**src/rtl/code_lock_defs.vh**
```
// rtl/code_lock_defs.vh - state encodings and width helpers shared by code_lock sources
`ifndef CODE_LOCK_DEFS_VH
`define CODE_LOCK_DEFS_VH

localparam logic [1:0] CL_ST_IDLE    = 2'd0;
localparam logic [1:0] CL_ST_ENTER   = 2'd1;
localparam logic [1:0] CL_ST_OPEN    = 2'd2;
localparam logic [1:0] CL_ST_LOCKOUT = 2'd3;

// Width of a counter that must hold the value n.
`define CL_FAIL_W(mf) $clog2((mf) + 1)
`define CL_PROG_W(cl) $clog2((cl) + 1)

`endif

```
**src/rtl/code_lock_pkg.sv**
```systemverilog
// rtl/code_lock_pkg.sv - FSM state type and constant helpers for code_lock
package code_lock_pkg;

`include "code_lock_defs.vh"

    typedef enum logic [1:0] {
        S_IDLE    = CL_ST_IDLE,
        S_ENTER   = CL_ST_ENTER,
        S_OPEN    = CL_ST_OPEN,
        S_LOCKOUT = CL_ST_LOCKOUT
    } state_t;

    function automatic int cl_max(input int x, input int y);
        return (x > y) ? x : y;
    endfunction

endpackage

```
**src/rtl/lock_timer.sv**
```systemverilog
// rtl/lock_timer.sv - loadable down-counter with terminal-count strobe
// Ports: i_clk/i_reset (sync, active-high), i_load/i_load_val start a count,
//        i_en qualifies o_done, which is high in the cycle the count reads zero.
module lock_timer #(
    parameter int W = 5
) (
    input  logic         i_clk,
    input  logic         i_reset,
    input  logic         i_load,
    input  logic [W-1:0] i_load_val,
    input  logic         i_en,
    output logic         o_done
);

    logic [W-1:0] r_cnt;

    always_ff @(posedge i_clk) begin
        if (i_reset) begin
            r_cnt <= '0;
        end else if (i_load) begin
            r_cnt <= i_load_val;
        end else if (r_cnt != '0) begin
            r_cnt <= r_cnt - 1'b1;
        end
    end

    // Loading N-1 gives exactly N enabled cycles, the last of which strobes done.
    assign o_done = i_en && (r_cnt == '0);

endmodule

```
**src/rtl/code_lock.sv**
```systemverilog
// rtl/code_lock.sv - parametrised sequence-entry lock with open window and lockout
// Ports: clk/reset (sync, active-high); a/a_valid symbol strobe; lock_req and
//        code_load/code_in act only while open; unlock, locked_out, fail_cnt and
//        progress are registered status outputs.
`include "code_lock_defs.vh"

module code_lock
    import code_lock_pkg::*;
#(
    parameter int                           SYM_W        = 2,
    parameter int                           CODE_LEN     = 2,
    parameter logic [CODE_LEN*SYM_W-1:0]    DEFAULT_CODE = 4'b0111,
    parameter int                           MAX_FAIL     = 3,
    parameter int                           OPEN_CYC     = 8,
    parameter int                           LOCKOUT_CYC  = 16
) (
    input  logic                                  clk,
    input  logic                                  reset,
    input  logic [SYM_W-1:0]                      a,
    input  logic                                  a_valid,
    input  logic                                  lock_req,
    input  logic                                  code_load,
    input  logic [CODE_LEN*SYM_W-1:0]             code_in,
    output logic                                  unlock,
    output logic                                  locked_out,
    output logic [`CL_FAIL_W(MAX_FAIL)-1:0]       fail_cnt,
    output logic [`CL_PROG_W(CODE_LEN)-1:0]       progress
);

    localparam int FW = `CL_FAIL_W(MAX_FAIL);
    localparam int PW = `CL_PROG_W(CODE_LEN);
    localparam int TW = $clog2(cl_max(OPEN_CYC, LOCKOUT_CYC) + 1);

    state_t                      r_state,    w_state_nx;
    logic [CODE_LEN*SYM_W-1:0]   r_code,     w_code_nx;
    logic [PW-1:0]               r_progress, w_progress_nx;
    logic                        r_mismatch, w_mismatch_nx;
    logic [FW-1:0]               r_fail,     w_fail_nx;
    logic                        r_unlock;
    logic                        r_locked_out;

    logic [SYM_W-1:0]            w_sym_exp;
    logic                        w_miss;
    logic                        w_last;
    logic                        w_tmr_load;
    logic [TW-1:0]               w_tmr_val;
    logic                        w_tmr_en;
    logic                        w_tmr_done;

    // Expected symbol for the current position in the attempt.
    always_comb begin
        w_sym_exp = '0;
        for (int k = 0; k < CODE_LEN; k++) begin
            if (r_progress == PW'(k)) begin
                w_sym_exp = r_code[k*SYM_W +: SYM_W];
            end
        end
    end

    // Sticky: one bad symbol spoils the attempt, but all symbols are still consumed.
    assign w_miss   = r_mismatch | (a != w_sym_exp);
    assign w_last   = (r_progress == PW'(CODE_LEN - 1));
    assign w_tmr_en = (r_state == S_OPEN) || (r_state == S_LOCKOUT);

    lock_timer #(
        .W(TW)
    ) u_timer (
        .i_clk      (clk),
        .i_reset    (reset),
        .i_load     (w_tmr_load),
        .i_load_val (w_tmr_val),
        .i_en       (w_tmr_en),
        .o_done     (w_tmr_done)
    );

    always_comb begin
        w_state_nx    = r_state;
        w_code_nx     = r_code;
        w_progress_nx = r_progress;
        w_mismatch_nx = r_mismatch;
        w_fail_nx     = r_fail;
        w_tmr_load    = 1'b0;
        w_tmr_val     = '0;
        case (r_state)
            S_IDLE, S_ENTER: begin
                if (a_valid) begin
                    if (w_last) begin
                        w_progress_nx = '0;
                        w_mismatch_nx = 1'b0;
                        if (!w_miss) begin
                            w_state_nx = S_OPEN;
                            w_fail_nx  = '0;
                            w_tmr_load = 1'b1;
                            w_tmr_val  = TW'(OPEN_CYC - 1);
                        end else if (int'(r_fail) + 1 < MAX_FAIL) begin
                            w_state_nx = S_IDLE;
                            w_fail_nx  = r_fail + 1'b1;
                        end else begin
                            w_state_nx = S_LOCKOUT;
                            w_fail_nx  = FW'(MAX_FAIL);
                            w_tmr_load = 1'b1;
                            w_tmr_val  = TW'(LOCKOUT_CYC - 1);
                        end
                    end else begin
                        w_state_nx    = S_ENTER;
                        w_progress_nx = r_progress + 1'b1;
                        w_mismatch_nx = w_miss;
                    end
                end
            end
            S_OPEN: begin
                // A load and a relock in the same cycle both take effect.
                if (code_load) begin
                    w_code_nx = code_in;
                end
                if (lock_req || w_tmr_done) begin
                    w_state_nx = S_IDLE;
                end
            end
            S_LOCKOUT: begin
                if (w_tmr_done) begin
                    w_state_nx = S_IDLE;
                    w_fail_nx  = '0;
                end
            end
            default: begin
                w_state_nx = S_IDLE;
            end
        endcase
    end

    always_ff @(posedge clk) begin
        if (reset) begin
            r_state      <= S_IDLE;
            r_code       <= DEFAULT_CODE;
            r_progress   <= '0;
            r_mismatch   <= 1'b0;
            r_fail       <= '0;
            r_unlock     <= 1'b0;
            r_locked_out <= 1'b0;
        end else begin
            r_state      <= w_state_nx;
            r_code       <= w_code_nx;
            r_progress   <= w_progress_nx;
            r_mismatch   <= w_mismatch_nx;
            r_fail       <= w_fail_nx;
            r_unlock     <= (w_state_nx == S_OPEN);
            r_locked_out <= (w_state_nx == S_LOCKOUT);
        end
    end

    assign unlock     = r_unlock;
    assign locked_out = r_locked_out;
    assign fail_cnt   = r_fail;
    assign progress   = r_progress;

endmodule

```
**config.mk**
```make
export PLATFORM = sky130hd
export DESIGN_NAME = code_lock
export DESIGN_NICKNAME = d
export VERILOG_FILES = /design/src/rtl/code_lock_pkg.sv /design/src/rtl/lock_timer.sv /design/src/rtl/code_lock.sv
export VERILOG_INCLUDE_DIRS = /design/src /design/src/rtl
export SDC_FILE = /design/constraint.sdc
export NUM_CORES = 1
export LEC_CHECK = 0
export ABC_AREA = 1
export BUFFER_PORTS_ARGS = -buffer_cell sky130_fd_sc_hd__buf_2
export CAP_MARGIN = 5
export CORE_UTILIZATION = 50
export CTS_CLUSTER_SIZE = 8
export DETAILED_ROUTE_END_ITERATION = 8
export PLACE_DENSITY = 0.8
export SYNTH_ARGS = -nofsm -noshare
export SYNTH_HDL_FRONTEND = slang
export SYNTH_SLANG_ARGS = --single-unit
```
**constraint.sdc**
```tcl
create_clock -name clk -period 2.6 [get_ports clk]
set_input_delay 0.26 -clock clk [delete_from_list [all_inputs] [get_ports clk]]
set_output_delay 0.26 -clock clk [all_outputs]
set_load 0.01 [all_outputs]
```
==> summary.md, run 1 <==
| Metric | Value |
|---|---|
| Number of setup buffers added after CTS | `0` |
| Die outline width | `~44 um` |
| Number of cells on the worst hold path | `3` |
| Slack of the worst reg-to-reg path | `1.17 ns` |
| Proportion of netlist area held by the largest area contributor | `40.4%` |
| Share of layout cells above drive strength 1 | `between 20 and 25%` |
| Origin of the worst setup path | `u_timer.r_cnt[2]$_SDFFE_PP0P_` |
| Largest cells by area after synthesis | `sky130_fd_sc_hd__dfxtp_1, sky130_fd_sc_hd__nand2_1, sky130_fd_sc_hd__inv_1, sky130_fd_sc_hd__a21oi_1, sky130_fd_sc_hd__nand3_1` |
| Number of cells on the worst reg-to-reg path | `6` |
| Clock tree from TritonCTS | `built` |
| Unrepaired setup endpoints after global routing | `no` |
| Via count of the first global-routing pass | `about 770` |
| Average cell area after synthesis | `just over 7 um2` |
| Total Nets Final | `approximately 160` |
| Worst Min Path Start | `code_in[0]` |
| Total number of clock tree sinks | `18` |
| Area growth from synthesis to layout | `15.6%` |
| IO buf count | `16` |
| Pre-antenna DRT Iters | `6` |
| Outcome | `complete, but fails checks` |
| Largest fanout of any net on the critical path | `8` |
| Synthesized area | `892 um2` |
| Gr usage total | `between 10% and 20%` |
| Wire length on met1 | `774 um` |
| Unique masters post-synth | `22` |
| DR DRC count | `1` |
| Via count of the routed design | `817` |
| Worst supply voltage drop on vdd | `0.000401 V` |
| Min-delay worst type | `in2reg` |
| Largest area contributor in the synthesized netlist | `sky130_fd_sc_hd__dfxtp_1` |
| PwrDens | `just under 800 nW/um2` |
| Count of max-cap constraint violations | `0` |
| Global placer's final weighted congestion | `0.752` |
| Starting utilization of the core area | `between 50 and 60%` |
| Via/cell ratio | `4.92` |
| Worst skew pair latency | `roughly 0.29 ns` |
| Met2 wire len | `859 um` |
| Drt initial violations | `27` |
| Num CTS Buffers | `3` |
| Post-Syn Instances | `123` |
| Warnings, synthesis | `0` |
| Site row count | `14` |
| Highest routing layer actually used | `met4` |
| Routed wire length on met3 | `about 60 um` |
| Number of fill cells in the layout | `about 140` |
| Total count of max-transition violations in the final report | `0` |
| Die Area | `roughly 2000 um2` |
| Violations in the final reports | `design-rule violations` |
| Slew Limit Headroom | `roughly four fifths` |
| Antenna Cells | `0` |
| H-tree depth | `1` |
| Routed wire per std cell | `between 10 and 15 um` |
| Critical path type | `reg2reg` |
| ANT nets after route | `0` |
| CORE AREA | `1590 um2` |
| Antenna violations before repair | `0` |
| Post-CTS clock slew at the launch and capture registers of the worst setup and hold paths | `about 0.1 ns` |
| Total non-filler cell area in the finished layout | `1030 um2` |
| Leakage power figure | `0.536 nW` |
| Largest net degree at the start of global routing | `11` |
| Hold violation total from the final report | `0` |
| Critical path required time | `~2.8 ns` |
| Clock root buffer | `sky130_fd_sc_hd__clkbuf_4` |
| CTS-repair resized insts | `0` |
| Net count of the mapped netlist | `136` |
| Flip-flop and latch count after synthesis | `18` |
| Fin Setup TNS | `0 ns` |
| Worst EP arrival | `1.61 ns` |
| Endpoint of the worst hold-timing path | `r_code[0]$_SDFFE_PP1P_` |
| Endpoint of the worst register-to-register path | `fail_cnt[1]$_SDFFE_PP0P_` |
| Longest Clk Path Bufs | `2` |
| Number of instances in the placed design | `162` |
| Post-DP HPWL | `roughly 1300 um` |
| Transition time of the tightest slew-check pin | `0.302 ns` |
| Clock tree skew after final layout | `a little under 0.0007 ns` |
| Portion of the post-synthesis area used by sequential elements | `approximately two fifths` |
| Crit path capture type | `register` |
| Achievable clock frequency | `roughly 700 MHz` |
| Boundary Pins | `17` |
| Worst r2r src | `u_timer.r_cnt[2]$_SDFFE_PP0P_` |
| Final wirelength | `approximately 1700 um` |
| Type of element launching the critical path | `register` |
| Hold bufs inserted after CTS | `0` |
| Placed inst area | `between 900 and 1000 um2` |
| Global-route wire length before repair | `2870 um` |
| Post-route non-filler standard cell count | `166` |
| Final critical-path share of the clock period | `a little over half` |
| Final critical-path required period | `between 1 and 1.5 ns` |
| Final-report setup violation count | `0` |
| Vert. Die Dim | `between 40 and 50 um` |
| Congestion Overflow GR | `0` |
## cell usage in the layout, fill, tap and decap left out
master                     netlist  layout
sky130_fd_sc_hd__nand2_2         5       5
sky130_fd_sc_hd__clkbuf_8        0       1
sky130_fd_sc_hd__dfxtp_1        18      18
sky130_fd_sc_hd__a21oi_2         1       1
sky130_fd_sc_hd__o21ai_0         5       5
sky130_fd_sc_hd__nand4_1         1       1
sky130_fd_sc_hd__nand3b_1        1       1
sky130_fd_sc_hd__nand2_4         2       2
sky130_fd_sc_hd__inv_1          18      18
sky130_fd_sc_hd__nand3_2         1       1
sky130_fd_sc_hd__ha_1            2       2
sky130_fd_sc_hd__inv_2           1       1
sky130_fd_sc_hd__buf_2           0      16
sky130_fd_sc_hd__nor2_1         12      12
sky130_fd_sc_hd__nand3_4         1       1
sky130_fd_sc_hd__nand2_1        27      27
sky130_fd_sc_hd__clkbuf_4        0       3
sky130_fd_sc_hd__xor2_1          3       3
sky130_fd_sc_hd__nor2_2          1       1
sky130_fd_sc_hd__o211ai_1        1       1
sky130_fd_sc_hd__nand3_1         9       9
sky130_fd_sc_hd__nor3_1          2       2
sky130_fd_sc_hd__a21oi_1        10      10
sky130_fd_sc_hd__a211oi_1        1       1
## layer usage
layer	track usage (%)	vias to the layer above
li1	-	427
met1	22.7	372
met2	34.1	16
met3	4.90	2
met4	7.88	0
met5	0	-
## state kept, by name, summed over array words and instances, names as in the netlist
register and count:
fail_cnt 2, r_mismatch 1, u_timer.r_cnt 5, r_code 4, locked_out 1, unlock 1, progress 2, r_state 2
## cell usage after synthesis
cell type                  number
sky130_fd_sc_hd__buf_4          1
sky130_fd_sc_hd__xor2_1         3
sky130_fd_sc_hd__nand3b_1       1
sky130_fd_sc_hd__nand4_1        1
sky130_fd_sc_hd__nor3_1         2
sky130_fd_sc_hd__nand2_1       27
sky130_fd_sc_hd__a21oi_2        1
sky130_fd_sc_hd__o21ai_0        5
sky130_fd_sc_hd__nand3_1        9
sky130_fd_sc_hd__nor2_1        12
sky130_fd_sc_hd__nand3_4        1
sky130_fd_sc_hd__inv_2          1
sky130_fd_sc_hd__nand3_2        1
sky130_fd_sc_hd__nor2_2         1
sky130_fd_sc_hd__nand2_4        2
sky130_fd_sc_hd__o211ai_1       1
sky130_fd_sc_hd__nand2_2        5
sky130_fd_sc_hd__a21oi_1       10
sky130_fd_sc_hd__inv_1         18
sky130_fd_sc_hd__dfxtp_1       18
sky130_fd_sc_hd__ha_1           2
sky130_fd_sc_hd__a211oi_1       1
## worst max path at each step
| stage | cells past startpoint | end | slack [ns] |
|---|---|---|---|
| after global routing | 10 | r_state[0]$_SDFF_PP0_ | 1.02 |
| after floorplan | 9 | locked_out$_SDFF_PP0_ | 1.32 |
| after detailed placement | 9 | r_state[0]$_SDFF_PP0_ | 1.21 |
| after global placement | 9 | r_state[0]$_SDFF_PP0_ | 1.25 |
| after CTS | 9 | r_state[0]$_SDFF_PP0_ | 1.18 |
| final | 6 | fail_cnt[1]$_SDFFE_PP0P_ | 1.17 |
## stage by stage
step	power (mW)	hold slack, ns	util, %	setup WS, ns
after detailed placement	0.637	0.467	62.4	1.21
after global routing	0.869	0.162	64.7	1.02
after global placement	0.618	0.459	62.4	1.25
after floorplan	0.578	0.373	-	1.32
final	0.806	0.162	64.7	1.17
after CTS	0.808	0.160	64.7	1.18
## power breakdown
| group | internal, mW | total, mW | switching, mW |
|---|---|---|---|
| clock network | 0.0853 | 0.170 | 0.0845 |
| logic | 0.112 | 0.287 | 0.174 |
| registers | 0.320 | 0.350 | 0.0296 |
## cell type report
type	instances	area [um2]	share of cell area (%)
clock buffer	4	36.3	3.52
timing repair buffer	16	80.1	7.77
sequential	18	360	35.0
inverter	19	71.3	6.92
multi-input combinational	85	453	43.9
tap	24	30.0	2.91
## critical path, stage by stage (launching register included)
cell	delay [ns]
sky130_fd_sc_hd__dfxtp_1	0.35
sky130_fd_sc_hd__nor2_1	0.20
sky130_fd_sc_hd__nand3_1	0.28
sky130_fd_sc_hd__o21ai_0	0.28
sky130_fd_sc_hd__inv_1	0.09
sky130_fd_sc_hd__nand2_1	0.07
sky130_fd_sc_hd__a21oi_1	0.06
## cell families after synthesis
group	synth area share (%)
AND/OR/NAND/NOR	33.9
buffers and inverters	8.84
AO/OA/AOI/OAI	11.1
flip-flops	40.4
XOR/XNOR	2.95
adder cells (fa/ha/maj)	2.80
No activity file was read; power rests on OpenSTA's default activity.
==> run 2, diff against run 1 <==
clock period = 1.5 ns   (was 2.6 ns; I/O delays follow)
==> run 2 against run 1 <==
Net effect:
- the run still ends with design-rule violations left
- sequential share of layout area is 0.19 points lower
- maximum frequency is 6.3% higher
- register-to-register slack worse by 1.0 ns
- cell area is 1.9% higher
- total power is 75% higher
- worst hold slack worse by 0.11 ns
- sequential cell count stayed put
- clock skew hardly changed
- routed wire length is 0.29% lower
- worst setup slack worse by 1.0 ns
- largest cell class unchanged
- highest routed layer unchanged
==> summary.md, run 2 (synthesis results as in run 1) <==
| Metric | Value |
|---|---|
| Total non-filler cell area in the finished layout | `1050 um2 (was 1030 um2)` |
| Achievable clock frequency | `743 MHz (was 700 MHz)` |
| Num CTS Buffers | `3 (unchanged)` |
| Site row count | `14 (unchanged)` |
| Leading cell type in the layout, fill and taps excluded | `sky130_fd_sc_hd__nand2_1 (unchanged)` |
| Fin util | `65.9% (was 64.7%)` |
| Worst skew pair latency | `0.29 ns (about the same)` |
| Gr usage total | `20.1% (was 19.5%)` |
| Worst supply voltage drop on vdd | `0.00107 V (was 0.000401 V)` |
| Via count of the first global-routing pass | `730 (was 766)` |
| Largest fanout of any net on the critical path | `5 (was 8)` |
| Total number of clock tree sinks | `18 (unchanged)` |
| Transition time of the tightest slew-check pin | `0.247 ns (was 0.302 ns)` |
| Origin of the worst setup path | `progress[1]$_SDFFE_PP0P_ (was u_timer.r_cnt[2]$_SDFFE_PP0P_)` |
| Clock root buffer | `sky130_fd_sc_hd__clkbuf_4 (unchanged)` |
| Leakage power figure | `0.542 nW (was 0.536 nW)` |
| Worst EP arrival | `1.54 ns (was 1.61 ns)` |
| Critical path required time | `1.69 ns (was 2.78 ns)` |
| Clock tree from TritonCTS | `built (unchanged)` |
| Outcome | `complete, but fails checks (unchanged)` |
| Area growth from synthesis to layout | `17.8% (was 15.6%)` |
| Starting utilization of the core area | `56.0% (unchanged)` |
| Critical path type | `reg2reg (unchanged)` |
| Endpoint of the worst register-to-register path | `r_state[0]$_SDFF_PP0_ (was fail_cnt[1]$_SDFFE_PP0P_)` |
| Drt initial violations | `21 (was 27)` |
| Number of setup buffers added after CTS | `0 (unchanged)` |
| Total count of max-transition violations in the final report | `0 (unchanged)` |
| Boundary Pins | `17 (unchanged)` |
| Placed inst area | `995 um2 (unchanged)` |
| Final critical-path required period | `1.35 ns (was 1.43 ns)` |
| Violations in the final reports | `design-rule violations (unchanged)` |
| Number of flip-flops in the largest register | `5 (unchanged)` |
| Register with the highest flop count | `u_timer.r_cnt (unchanged)` |
| Post-CTS clock slew at the launch and capture registers of the worst setup and hold paths | `0.10 ns (about the same)` |
| Final worst setup slack | `0.155 ns (was 1.17 ns)` |
| Congestion Overflow GR | `0 (unchanged)` |
| Number of cells on the worst reg-to-reg path | `10 (was 6)` |
| Post-DP HPWL | `1330 um (about the same)` |
| Global placer's final weighted congestion | `0.753 (was 0.752)` |
| Pre-antenna DRT Iters | `6 (unchanged)` |
| Hold violation total from the final report | `0 (unchanged)` |
| Global-route wire length before repair | `2910 um (was 2870 um)` |
| IO buf count | `16 (unchanged)` |
| Via/cell ratio | `4.90 (was 4.92)` |
| Antenna Cells | `0 (unchanged)` |
| Largest registers in the final layout | `u_timer.r_cnt (5), r_code (4) (unchanged)` |
| Longest Clk Path Bufs | `2 (unchanged)` |
| Number of fill cells in the layout | `133 (was 142)` |
| CORE AREA | `1590 um2 (unchanged)` |
| DR DRC count | `1 (unchanged)` |
| Type of element launching the critical path | `register (unchanged)` |
| Vert. Die Dim | `44.2 um (unchanged)` |
| Die Area | `1960 um2 (unchanged)` |
| Min-delay worst type | `in2reg (unchanged)` |
| Final wirelength | `1700 um (was 1710 um)` |
| Final critical-path share of the clock period | `89.7% (was 55.0%)` |
| H-tree depth | `1 (unchanged)` |
| Routed wire per std cell | `10.3 um (about the same)` |
| Largest net degree at the start of global routing | `11 (unchanged)` |
| Total Nets Final | `156 (unchanged)` |
| Post-route non-filler standard cell count | `166 (unchanged)` |
| Unrepaired setup endpoints after global routing | `no (unchanged)` |
| Number of instances in the placed design | `162 (unchanged)` |
| Fin Setup TNS | `0 ns (unchanged)` |
| Worst r2r src | `progress[1]$_SDFFE_PP0P_ (was u_timer.r_cnt[2]$_SDFFE_PP0P_)` |
| PwrDens | `1340 nW/um2 (was 782 nW/um2)` |
| Termination of the worst setup path | `r_state[0]$_SDFF_PP0_ (was fail_cnt[1]$_SDFFE_PP0P_)` |
| Final-report setup violation count | `0 (unchanged)` |
| Hold bufs inserted after CTS | `0 (unchanged)` |
| Clock tree skew after final layout | `0.00106 ns (was 0.000681 ns)` |
| Count of max-cap constraint violations | `0 (unchanged)` |
| Antenna violations before repair | `0 (unchanged)` |
| Die outline width | `44.2 um (unchanged)` |
| Crit path capture type | `register (unchanged)` |
| Share of layout cells above drive strength 1 | `26.1% (was 22.5%)` |
| ANT nets after route | `0 (unchanged)` |
| Top library cells by usage in the layout, fill and taps aside | `sky130_fd_sc_hd__nand2_1, sky130_fd_sc_hd__inv_1, sky130_fd_sc_hd__dfxtp_1, sky130_fd_sc_hd__buf_2, sky130_fd_sc_hd__nor2_1 (was sky130_fd_sc_hd__nand2_1, sky130_fd_sc_hd__inv_1, sky130_fd_sc_hd__dfxtp_1)` |
| Worst Min Path Start | `code_in[1] (was code_in[0])` |
| Setup WS pre-CTS | `0.117 ns (was 1.21 ns)` |
| Slew Limit Headroom | `83.5% (was 79.8%)` |
| Via count of the routed design | `813 (was 817)` |
| Slack of the worst reg-to-reg path | `0.15 ns (was 1.17 ns)` |
run 2: cell counts in the layout (fill, tap and decap cells not counted):
Identical to the previous run, type by type.
run 2: worst max-delay path: stages (launching register included):
cell and delay, ns:
sky130_fd_sc_hd__dfxtp_4 0.38, sky130_fd_sc_hd__nor2_4 0.12, sky130_fd_sc_hd__nand2_1 0.08, sky130_fd_sc_hd__nand2_1 0.06
sky130_fd_sc_hd__nand2_1 0.05, sky130_fd_sc_hd__nand2_2 0.07, sky130_fd_sc_hd__nand3_4 0.10, sky130_fd_sc_hd__nand2_2 0.09
sky130_fd_sc_hd__nand2_2 0.07, sky130_fd_sc_hd__a21oi_2 0.17, sky130_fd_sc_hd__nor2_1 0.06
run 2: what timing repair did:
action | in CTS | in global routing
resized for setup | 0 | 8
endpoints found under the setup margin | 0 | 6
endpoints found under the hold margin | 0 | 0
run 2: routing by layer:
layer | track usage [%] | routed length, um | vias up
met3 | 2.45 | 34 | 5
met5 | 0 | 0 | -
li1 | - | - | 427
met4 | 9.70 | 32 | 0
met1 | 26.5 | 811 | 369
met2 | 32.4 | 823 | 12
run 2: per-stage QoR:
step | total power [mW] | hold WS (ns)
2_1_floorplan | 1.00 | 0.263
3_3_place_gp | 1.07 | 0.349
3_5_place_dp | 1.10 | 0.357
4_1_cts | 1.40 | 0.0525
5_1_grt | 1.53 | 0.0693
6_report | 1.41 | 0.0501
run 2: worst min path at each step:
stage                             endpoint  slack [ns]  cells after the start
CTS                 r_code[1]$_SDFFE_PP1P_        0.05                      3
detailed placement  r_code[1]$_SDFFE_PP1P_        0.36                      3
global route        r_code[1]$_SDFFE_PP1P_        0.07                      3
finish              r_code[1]$_SDFFE_PP1P_        0.05                      3
global placement    r_code[1]$_SDFFE_PP1P_        0.35                      3
floorplan           r_code[0]$_SDFFE_PP1P_        0.26                      2
run 2: cell type report:
class	count	area, um2	share of cell area, %
Multi-Input combinational cell	85	468	44.5
Sequential cell	18	365	34.8
Timing Repair Buffer	16	80.1	7.62
Inverter	19	71.3	6.79
Clock buffer	4	36.3	3.45
Tap cell	24	30.0	2.86
run 2: report_power, final:
part           total (mW)  switching (mW)  internal [mW]
logic               0.506           0.304          0.203
registers           0.605          0.0521          0.553
clock network       0.299           0.151          0.148
total                1.41           0.507          0.904
==> run 3, diff against run 2 <==
GPL_ROUTABILITY_DRIVEN = 1   (was default)
RECOVER_POWER = 50   (was default)
==> run 3 against run 2 <==
Net effect:
- the flow now finishes without violations
- critical path depth did not move
- register-to-register slack about the same
- routed wire length fell by 0.41%
- critical path type unchanged
- critical endpoint unchanged
- highest routed layer unchanged
==> summary.md, run 3 (synthesis results as in run 1) <==
| Metric | Value |
|---|---|
| Outcome | `finished clean (was complete, but fails checks)` |
| Fin Setup TNS | `0 ns (unchanged)` |
| Die outline width | `44.2 um (unchanged)` |
| Endpoint of the worst register-to-register path | `r_state[0]$_SDFF_PP0_ (unchanged)` |
| Num CTS Buffers | `3 (unchanged)` |
| Area growth from synthesis to layout | `17.3% (was 17.8%)` |
| Setup WS pre-CTS | `0.117 ns (unchanged)` |
| DR DRC count | `0 (was 1)` |
| Placed inst area | `995 um2 (unchanged)` |
| Clock tree skew after final layout | `0.00102 ns (was 0.00106 ns)` |
| Routed wire per std cell | `10.2 um (was 10.3 um)` |
| Vert. Die Dim | `44.2 um (unchanged)` |
| ANT nets after route | `0 (unchanged)` |
| Final-report setup violation count | `0 (unchanged)` |
| Type of element launching the critical path | `register (unchanged)` |
| Number of cells on the worst reg-to-reg path | `10 (unchanged)` |
| Top library cells by usage in the layout, fill and taps aside | `sky130_fd_sc_hd__nand2_1, sky130_fd_sc_hd__inv_1, sky130_fd_sc_hd__dfxtp_1 (was sky130_fd_sc_hd__nand2_1, sky130_fd_sc_hd__inv_1, sky130_fd_sc_hd__dfxtp_1, sky130_fd_sc_hd__buf_2, sky130_fd_sc_hd__nor2_1)` |
| Unrepaired setup endpoints after global routing | `no (unchanged)` |
| Total non-filler cell area in the finished layout | `1050 um2 (about the same)` |
| Leakage power figure | `0.525 nW (was 0.542 nW)` |
| Worst Hold Margin | `0.0503 ns (was 0.0501 ns)` |
| Antenna Cells | `0 (unchanged)` |
| Slowest stage cell on the critical path | `sky130_fd_sc_hd__dfxtp_4 (unchanged)` |
| Longest individual stage delay on the worst path | `0.38 ns (about the same)` |
| Post-DP HPWL | `1330 um (unchanged)` |
| Origin of the worst setup path | `progress[1]$_SDFFE_PP0P_ (unchanged)` |
| Worst path cell trace | `nor2_4 > nand2_1 > nand2_1 > nand2_1 > nand2_2 > nand3_4 > nand2_2 > nand2_2 > a21oi_2 > nor2_1 (unchanged)` |
| Critical path required time | `1.69 ns (about the same)` |
| Die Area | `1960 um2 (unchanged)` |
| Total Nets Final | `156 (unchanged)` |
| Congestion Overflow GR | `0 (unchanged)` |
| Critical path type | `reg2reg (unchanged)` |
| Worst Min Path Start | `code_in[1] (unchanged)` |
| Register with the highest flop count | `u_timer.r_cnt (unchanged)` |
| Post-CTS clock slew at the launch and capture registers of the worst setup and hold paths | `0.10 ns (about the same)` |
| PwrDens | `1350 nW/um2 (was 1340 nW/um2)` |
| Drt initial violations | `20 (was 21)` |
| Clock root buffer | `sky130_fd_sc_hd__clkbuf_4 (unchanged)` |
| Min-delay worst type | `in2reg (unchanged)` |
| Global placer's final weighted congestion | `0.753 (unchanged)` |
| Final critical-path required period | `1.35 ns (about the same)` |
| Largest registers in the final layout | `u_timer.r_cnt (5), r_code (4) (unchanged)` |
| H-tree depth | `1 (unchanged)` |
| Number of flip-flops in the largest register | `5 (unchanged)` |
| Delay-heaviest family, CP | `simple AND/OR/NAND/NOR gates (unchanged)` |
| Largest fanout of any net on the critical path | `5 (unchanged)` |
| Gr usage total | `20.1% (unchanged)` |
| Antenna violations before repair | `0 (unchanged)` |
| Worst skew pair latency | `0.29 ns (about the same)` |
| Worst r2r src | `progress[1]$_SDFFE_PP0P_ (unchanged)` |
| CORE AREA | `1590 um2 (unchanged)` |
| Final worst setup slack | `0.153 ns (was 0.155 ns)` |
| Pre-antenna DRT Iters | `6 (unchanged)` |
| Slew Limit Headroom | `83.5% (about the same)` |
| Site row count | `14 (unchanged)` |
| Via/cell ratio | `4.90 (about the same)` |
| Total number of clock tree sinks | `18 (unchanged)` |
| Total stage count of the critical path | `10 (unchanged)` |
| Crit path capture type | `register (unchanged)` |
| Hold bufs inserted after CTS | `0 (unchanged)` |
| Via count of the first global-routing pass | `730 (unchanged)` |
| Clock tree from TritonCTS | `built (unchanged)` |
| Slack of the worst reg-to-reg path | `0.15 ns (about the same)` |
| Worst EP arrival | `1.54 ns (about the same)` |
| Hold violation total from the final report | `0 (unchanged)` |
| Leading cell type in the layout, fill and taps excluded | `sky130_fd_sc_hd__nand2_1 (unchanged)` |
| Number of setup buffers added after CTS | `0 (unchanged)` |
| Boundary Pins | `17 (unchanged)` |
| Worst supply voltage drop on vdd | `0.00107 V (about the same)` |
| Transition time of the tightest slew-check pin | `0.248 ns (was 0.247 ns)` |
| Count of max-cap constraint violations | `0 (unchanged)` |
| Termination of the worst setup path | `r_state[0]$_SDFF_PP0_ (unchanged)` |
| IO buf count | `16 (unchanged)` |
| Longest Clk Path Bufs | `2 (unchanged)` |
| Largest net degree at the start of global routing | `11 (unchanged)` |
| Share of layout cells above drive strength 1 | `23.2% (was 26.1%)` |
| Global-route wire length before repair | `2910 um (unchanged)` |
| Fin util | `65.6% (was 65.9%)` |
| Starting utilization of the core area | `56.0% (unchanged)` |
| Final critical-path share of the clock period | `89.8% (was 89.7%)` |
| Via count of the routed design | `814 (was 813)` |
| Worst path buffer plus inverter count | `0 (unchanged)` |
| Achievable clock frequency | `742 MHz (was 743 MHz)` |
| Total count of max-transition violations in the final report | `0 (unchanged)` |
| Final wirelength | `1700 um (about the same)` |
| Number of fill cells in the layout | `135 (was 133)` |
==> run 3: cell type report <==
class                           count  area (um2)  area share (%)
Tap cell                           24        30.0            2.87
Clock buffer                        4        36.3            3.47
Multi-Input combinational cell     85         468            44.7
Inverter                           19        71.3            6.82
Timing Repair Buffer               16        75.1            7.18
Sequential cell                    18         365            34.9
==> run 3: power breakdown <==
group	internal (mW)	switching [mW]	leakage, nW	total, mW
registers	0.553	0.0521	0.148	0.605
clock network	0.148	0.151	0.0210	0.299
logic	0.202	0.304	0.356	0.506
total	0.903	0.507	0.525	1.41
==> run 3: timing repair <==
action,CTS,global route
endpoints found under the setup margin,0,6
gates resized for setup,0,8
endpoints found under the hold margin,0,0
==> run 3: metrics by stage <==
step           total power [mW]  instances
2_1_floorplan              1.00        123
3_3_place_gp               1.07        162
3_5_place_dp               1.10        162
4_1_cts                    1.40        166
5_1_grt                    1.53        166
6_report                   1.41        166
==> run 3: worst min-delay path by stage <==
stage                             end  slack [ns]  cells past startpoint
3_3_place_gp   r_code[1]$_SDFFE_PP1P_        0.35                      3
2_1_floorplan  r_code[0]$_SDFFE_PP1P_        0.26                      2
5_1_grt        r_code[1]$_SDFFE_PP1P_        0.07                      3
3_5_place_dp   r_code[1]$_SDFFE_PP1P_        0.36                      3
4_1_cts        r_code[1]$_SDFFE_PP1P_        0.05                      3
6_report       r_code[1]$_SDFFE_PP1P_        0.05                      3
==> run 3: per-layer routing <==
metal	vias to the layer above	track usage (%)	share of wire [%]
met5	-	0	0
met4	0	9.70	1.8
met3	5	2.45	2.6
met2	14	32.4	48
met1	368	26.5	47
li1	427	-	-
==> run 3: worst min-delay path: cells and delay by family <==
kind                   cells  cell delay (ns)
buffers and inverters      1             0.08
AND/OR/NAND/NOR            2             0.09
